==> src/rtl/movegen_pos_loader.sv <==
// movegen_pos_loader: board image store that serially loads the movegen square chain
module movegen_pos_loader #(
    parameter int NSQ = 64
) (
    input  logic                   clk,
    input  logic                   rst,
    input  logic                   wr_en,
    input  logic [$clog2(NSQ)-1:0] wr_addr,
    input  logic [3:0]             wr_data,
    output logic                   wr_err,
    input  logic                   i_wtp,
    input  logic [3:0]             i_castle_rights,
    input  logic                   start,
    output logic                   busy,
    output logic                   done,
    output logic                   out_pos_valid,
    output logic [3:0]             out_pos_data,
    input  logic [3:0]             in_chain_data,
    input  logic [$clog2(NSQ)-1:0] rd_addr,
    output logic [3:0]             rd_data,
    output logic                   o_wtp,
    output logic [3:0]             o_castle_rights
);
    localparam int AW = $clog2(NSQ);
    localparam logic [1:0] S_IDLE  = 2'd0;
    localparam logic [1:0] S_SHIFT = 2'd1;
    localparam logic [1:0] S_DONE  = 2'd2;
    localparam logic [AW-1:0] K_LAST = AW'(NSQ - 1);

    logic [1:0]    r_state;
    logic [AW-1:0] r_k;
    logic [3:0]    r_img [NSQ];
    logic [3:0]    r_rb  [NSQ];
    logic          r_busy;
    logic          r_done;
    logic          r_wr_err;
    logic          r_valid;
    logic [3:0]    r_data;
    logic          r_pend_wtp;
    logic [3:0]    r_pend_cr;
    logic          r_wtp;
    logic [3:0]    r_cr;

    logic          w_idle;
    logic          w_wr;
    logic          w_last;
    logic [AW-1:0] w_tx_idx;
    logic [AW-1:0] w_nx_idx;
    logic [3:0]    w_first;

    assign w_idle   = r_state == S_IDLE;
    assign w_wr     = wr_en & w_idle;
    assign w_last   = r_k == K_LAST;
    // square currently on the chain input, and the one that follows it
    assign w_tx_idx = K_LAST - r_k;
    assign w_nx_idx = w_tx_idx - AW'(1);
    // a write landing in the start cycle must be visible to the first nibble
    assign w_first  = (w_wr && wr_addr == K_LAST) ? wr_data : r_img[K_LAST];

    assign busy            = r_busy;
    assign done            = r_done;
    assign wr_err          = r_wr_err;
    assign out_pos_valid   = r_valid;
    assign out_pos_data    = r_data;
    assign o_wtp           = r_wtp;
    assign o_castle_rights = r_cr;
    assign rd_data         = r_rb[rd_addr];

    // board image: random writes accepted only while idle
    always_ff @(posedge clk) begin
        if (rst) begin
            for (int i = 0; i < NSQ; i++) r_img[i] <= 4'h0;
        end else if (w_wr) begin
            r_img[wr_addr] <= wr_data;
        end
    end

    // readback: the tail nibble leaving the chain lands at the square being loaded
    always_ff @(posedge clk) begin
        if (rst) begin
            for (int i = 0; i < NSQ; i++) r_rb[i] <= 4'h0;
        end else if (r_state == S_SHIFT) begin
            r_rb[w_tx_idx] <= in_chain_data;
        end
    end

    // load sequencer: IDLE -> SHIFT (NSQ beats, square NSQ-1 first) -> DONE -> IDLE
    always_ff @(posedge clk) begin
        if (rst) begin
            r_state    <= S_IDLE;
            r_k        <= '0;
            r_busy     <= 1'b0;
            r_done     <= 1'b0;
            r_wr_err   <= 1'b0;
            r_valid    <= 1'b0;
            r_data     <= 4'h0;
            r_pend_wtp <= 1'b0;
            r_pend_cr  <= 4'h0;
            r_wtp      <= 1'b0;
            r_cr       <= 4'h0;
        end else begin
            r_wr_err <= wr_en & ~w_idle;
            r_done   <= 1'b0;
            if (w_idle) begin
                r_pend_wtp <= i_wtp;
                r_pend_cr  <= i_castle_rights;
                if (start) begin
                    r_state <= S_SHIFT;
                    r_k     <= '0;
                    r_busy  <= 1'b1;
                    r_valid <= 1'b1;
                    r_data  <= w_first;
                end
            end else if (r_state == S_SHIFT) begin
                if (w_last) begin
                    r_state <= S_DONE;
                    r_busy  <= 1'b0;
                    r_valid <= 1'b0;
                    r_data  <= 4'h0;
                    r_done  <= 1'b1;
                    r_wtp   <= r_pend_wtp;
                    r_cr    <= r_pend_cr;
                end else begin
                    r_k    <= r_k + AW'(1);
                    r_data <= r_img[w_nx_idx];
                end
            end else begin
                r_state <= S_IDLE;
            end
        end
    end
endmodule

==> config.mk <==
export PLATFORM = sky130hd
export DESIGN_NAME = movegen_pos_loader
export DESIGN_NICKNAME = d
export VERILOG_FILES = /design/src/rtl/movegen_pos_loader.sv
export SDC_FILE = /design/constraint.sdc
export NUM_CORES = 1
export LEC_CHECK = 0
export ABC_AREA = 1
export BUFFER_PORTS_ARGS = -buffer_cell sky130_fd_sc_hd__buf_2
export CAP_MARGIN = 5
export CORE_MARGIN = 2
export CORE_UTILIZATION = 60
export CTS_CLUSTER_DIAMETER = 50
export CTS_CLUSTER_SIZE = 30
export DETAILED_ROUTE_END_ITERATION = 7
export GPL_ROUTABILITY_DRIVEN = 0
export HOLD_SLACK_MARGIN = 0.1
export PLACE_DENSITY = 0.73
export SLEW_MARGIN = 40
export SYNTH_ARGS = -nofsm -noshare
export SYNTH_HDL_FRONTEND = slang
export SYNTH_SLANG_ARGS = --single-unit
export TNS_END_PERCENT = 20
==> constraint.sdc <==
create_clock -name clk -period 2.5 [get_ports clk]
set_input_delay 0.125 -clock clk [delete_from_list [all_inputs] [get_ports clk]]
set_output_delay 0.125 -clock clk [all_outputs]
set_load 0.02 [all_outputs]
### After elaboration in Yosys (flattened, before gate mapping)

Memory sizes are Yosys's and may differ from the RTL's.
Cells that the tools add are included.

| operators by class | value |
|---|---|
| bitwise operators | 4 |
| equality and inequality tests | 6 |
| reduce and logical (&&, ||, !) cells | 12 |
| $add $sub $neg | 3 |
| mux-type cells | 32 |

Operator list:

| kind | number |
|---|---|
| $mux 6 | 6 |
| $mux 4 | 7 |
| $mux 1 | 15 |
| $eq 6x6->1 const B | 2 |
| $reduce_and 3->1 | 3 |
| $mux 2 | 4 |
| $reduce_or 4->1 | 2 |
| $add 6x1->6 const B | 1 |
| $sub 6x1->6 const B | 1 |
| $sub 6x6->6 const A | 1 |
| $ne 2x2->1 const B | 2 |
| $reduce_and 2->1 | 2 |
| $reduce_bool 2->1 | 2 |
| $ne 3x3->1 const B | 1 |
| $reduce_or 3->1 | 1 |
| $and 1x1->1 | 2 |
| $eq 2x1->1 const B | 1 |
| $logic_not 2->1 | 1 |
| $not 1->1 | 2 |
| $logic_and 1x1->1 | 1 |

| word-level totals | value |
|---|---|
| bits in writable memories | 512 |
| logic and storage cells | 69 |
| input bits | 29 |
| memories kept | 2 |
| output and inout port bits | 17 |
| register bits | 25 |

Memory list:

| memory | words | width | read ports | clocked after memory_dff | wr ports | RTL line | source |
|---|---|---|---|---|---|---|---|
| r_img | 64 | 4 | 2 | 0 | 64 | 32 | `logic [3:0] r_img [NSQ];` |
| r_rb | 64 | 4 | 1 | 0 | 64 | 33 | `logic [3:0] r_rb [NSQ];` |

### Logic depth before layout (Yosys ltp)

| depth | value |
|---|---|
| word-level depth | 7 |
| gate-level depth with buffers | 13 |
| mapped depth without buffers | 12 |

### Worst setup path before layout

OpenSTA, ideal clock, no wires.

| path | value |
|---|---|
| path kind | flip-flop to flip-flop |
| start | reg r_k[1] |
| end | reg r_data[1], in the netlist out_pos_data[1] |
| period minus slack after synthesis | 2118 ps |
| data arrival time | 1999 ps |
| buffers on the path | 3 |
| stages on the path, launching flop included | 13 |
| library setup time | 119 ps |
| setup slack | 382 ps |
| data required time | 2381 ps |
| cells stage by stage | dfxtp_1 ha_1 buf_2 inv_2 buf_2 clkbuf_1 nand3_1 nand3_1 nand3_1 nand3_1 nand3_1 nand3_1 a21oi_1 |

| between the ends | value |
|---|---|
| cells in the longest elaborated chain, start to end | 6 |
| elaborated cells between the ends (all ways) | 7 |
| those cells by class | 2 x add/sub; 1 x eq/ne; 3 x mux; 1 x memory |

RTL lines:

| item | RTL line | source |
|---|---|---|
| from (decl) | 31 | `logic [AW-1:0] r_k;` |
| from (signal assigned) | 124 | `r_k <= r_k + AW'(1);` |
| $sub 6x6->6 | 55 | `assign w_tx_idx = K_LAST - r_k;` |
| $sub 6x1->6 | 56 | `assign w_nx_idx = w_tx_idx - AW'(1);` |
| $mem_v2 64x4 | - |  |
| $mux 4 (*) | 115 | `if (w_last) begin` |
| $mux 4 (*) | 114 | `end else if (r_state == S_SHIFT) begin` |
| $mux 4 (*) | 104 | `if (w_idle) begin` |
| to (signal assigned) | 112 | `r_data <= w_first;` |
| to (signal assigned) | 125 | `r_data <= r_img[w_nx_idx];` |
| to (decl) | 38 | `logic [3:0] r_data;` |

Every way passes the cells marked *; elsewhere a longest branch is shown, timed or not. The select of a mux whose other input is x is not followed.
A chain may end at the register's enable or synchronous reset.

### Worst setup path in the final report

| path | value |
|---|---|
| start | mem r_rb[42][2] |
| end | out rd_data[2] |

| between the ends | value |
|---|---|
| cells in the longest elaborated chain, start to end | 1 |

RTL lines:

| item | RTL line | source |
|---|---|---|
| from (decl) | 33 |  |
| $mem_v2 64x4 | - |  |
| to (decl) | 20 | `output logic [3:0] rd_data,` |

Every way passes these cells.

==> metrics.txt <==
largest net degree at the start of global routing=132; Clock Tree Root=clkbuf_16; buffer depth of the longest clock path=3; # resized after CTS=0; worst vdd ir=0.6429 mV; DRC Markers=0; Worst R2R Path Depth=8; worst flop-to-flop path endpoint=r_img[43][1]$_SDFFCE_PN0P_; Crit Path Max Fanout=1; Port Buffers=45; first-pass iteration count of the detailed router=6; RSZ-0062 raised after global routing=no; hold crit path type=input pin to flip-flop; final hold slack=0.1360 ns; Ys Warns=0; Leak=11.01 nW; fmax=441.9 MHz; Setup WS pre-CTS=0.1339 ns; Power, Total=0.01962 W; number of DRC markers in iteration 0=2252; flops & latches, synth=537; clk slew on worst S/H paths=0.08 ns; Post-Syn Instances=2649; CTS Buf Count=47; status=complete, no violations; HP Start=wr_addr[2]; core area=40830 sq um; sequential-to-total area share from yosys stat=0.6394; Total GRT Usage=0.2934; Area Growth Syn to Fin=11.57%; Final Skew=0.01382 ns; R2R Path Start=r_state[1]$_SDFFE_PP0P_; Setup crit end kind=output pin; Final Critical Period=2.263 ns; vias in the first global route=18637; commonest non-fill, non-tap cell in the layout=nor2_1; via count=19249; ANT nets after route=0; Detailed Place HPWL=39.64 mm; grt ovf=0; cell depth of the worst hold path=4; number of distinct library cells after synthesis=32; final period utilization=0.9051; Arr. time, crit path=2.14 ns; Slew Limit Headroom=0.4436; max-slew violations=0; startpoint types=flip-flop; Die Height=207.4 um; first-pass GRT wire length=98.80 mm; r2r setup slk=0.31 ns; Starting Density=0.6080; CTS tree=done; worst-skew pair later-pin latency=0.60 ns; Required @ worst endpoint=2.38 ns; worst setup margin=0.2371 ns; Final setup viols=0; commonest non-fill, non-tap cells in the layout=nor2_1 (712), nand2_1 (618), edfxtp_1 (512); Hold Fails Final Rpt=0; Power Density=708.2 nW/um^2; H-tree depth=2; IO Pins=46; antenna violations before repair=0; syn avg cell area=9.372 sq um; Via density=5.950; FP Rows=74; Post-Syn Area=24830 sq um; syn_nets=2679; Max Cap Viol=0; worst slew pin tran=0.8347 ns; Final #Nets=2695; Die ar.=43020 sq um; setup TNS=0 ns; WL/cell=19.53 um; share of layout cells above drive strength 1=0.09249; ant diodes=0; fillers=3112; Die Wd=207.4 um; clk sinks=537; kind of critical path=flip-flop to output pin; Detailed Route WL=63.19 mm; Hold Path Sink=r_img[49][2]$_SDFFCE_PN0P_
## layer usage
metal  part of all wire  wire length [um]  global-route usage
met2               0.49             30720              0.4984
met5                  0                 0                   0
met3              0.096              6079             0.04236
met4              0.044              2801              0.1342
met1               0.37             23590              0.3753
## worst max-delay path: stages, from the launching register on
cell and delay (ns):
edfxtp_1 0.38, o21ai_0 0.21, o22ai_1 0.12, o211ai_1 0.34, nand3_1 0.15, nand3_1 0.10
nand2_1 0.07, buf_2 0.16
## cells by family (layout without fill, tap and decap cells)
group / after synthesis / count (layout) / share of synthesized area
buf+inv: 239 / 293 / 0.03800
fa+ha+maj: 1 / 1 / 0.0005039
xor+xnor: 3 / 3 / 0.001361
compound gates: 273 / 273 / 0.05967
flops: 537 / 537 / 0.6394
simple gates: 1596 / 1596 / 0.2610
## Yosys cell counts
cell type,count,area share
nand2_1,618,0.093
clkinv_1,3,0.00045
edfxtp_1,512,0.62
nor3_4,2,0.0013
o21ai_0,181,0.036
dfxtp_1,25,0.020
xnor2_1,1,0.00035
clkbuf_1,139,0.021
o21ai_1,1,0.00020
nand4_1,1,0.00025
buf_6,1,0.00045
nand2_2,2,0.00050
xor2_2,1,0.00066
buf_2,25,0.0050
o211ai_1,6,0.0018
o32ai_1,2,0.00071
buf_4,2,0.00060
nor3_1,9,0.0018
nand3_1,238,0.048
nor2_2,3,0.00076
nor3_2,3,0.0012
ha_1,1,0.00050
inv_2,13,0.0020
nor4_4,6,0.0051
xor2_1,1,0.00035
nor2_1,712,0.11
inv_1,49,0.0074
o22ai_1,59,0.015
nor4_2,2,0.0010
buf_1,7,0.0011
o221ai_1,5,0.0018
a21oi_1,19,0.0038
## where the power goes
part	internal [W]	total, W	switching (W)
logic	0.000503	0.00178	0.00127
registers	0.0101	0.0102	0.0000973
clock network	0.00405	0.00766	0.00361
total	0.0146	0.0196	0.00498
## worst max-delay path by stage
stage / to / from / cells after the start / slack [ns]
after floorplan: out_pos_data[1]$_SDFFE_PP0P_ / r_k[1]$_SDFFE_PP0P_ / 12 / 0.38
after global placement: r_img[5][1]$_SDFFCE_PN0P_ / r_state[1]$_SDFFE_PP0P_ / 7 / 0.22
after detailed placement: r_img[13][1]$_SDFFCE_PN0P_ / r_state[1]$_SDFFE_PP0P_ / 7 / 0.13
after CTS: r_img[13][1]$_SDFFCE_PN0P_ / r_state[1]$_SDFFE_PP0P_ / 7 / 0.11
after global routing: rd_data[3] / r_rb[53][3]$_SDFFCE_PN0P_ / 9 / 0.13
final: rd_data[2] / r_rb[42][2]$_SDFFCE_PN0P_ / 7 / 0.24
## timing repair
item	in CTS	in global routing
hold buffers	15	0
endpoints found under the setup margin	0	28
buffers inserted	0	1
hold endpoints to repair	98	0
## area by class of cell
type	count	area (sq um)	area share
Clock buffer	50	1230	0.04440
Clock inverter	37	395.4	0.01427
Inverter	65	250.2	0.009034
Multi-Input combinational cell	1873	8026	0.2898
Sequential cell	537	15880	0.5733
Tap cell	532	665.6	0.02403
Timing Repair Buffer	141	1252	0.04522
## state kept, by name (all words and copies together) (netlist names)
register         flops
r_img              256
r_rb               256
r_k                  6
o_castle_rights      4
out_pos_data         4
r_pend_cr            4
r_state              2
done                 1
o_wtp                1
out_pos_valid        1
r_pend_wtp           1
wr_err               1
## per-stage QoR
step           cells    util  area (sq um)
2_1_floorplan   2649       -         24830
3_3_place_gp    3132  0.6343         25900
3_5_place_dp    3132  0.6344         25900
4_1_cts         3234  0.6779         27680
5_1_grt         3235  0.6784         27700
6_report        3235  0.6784         27700
(Power assumes the default switching activity.)
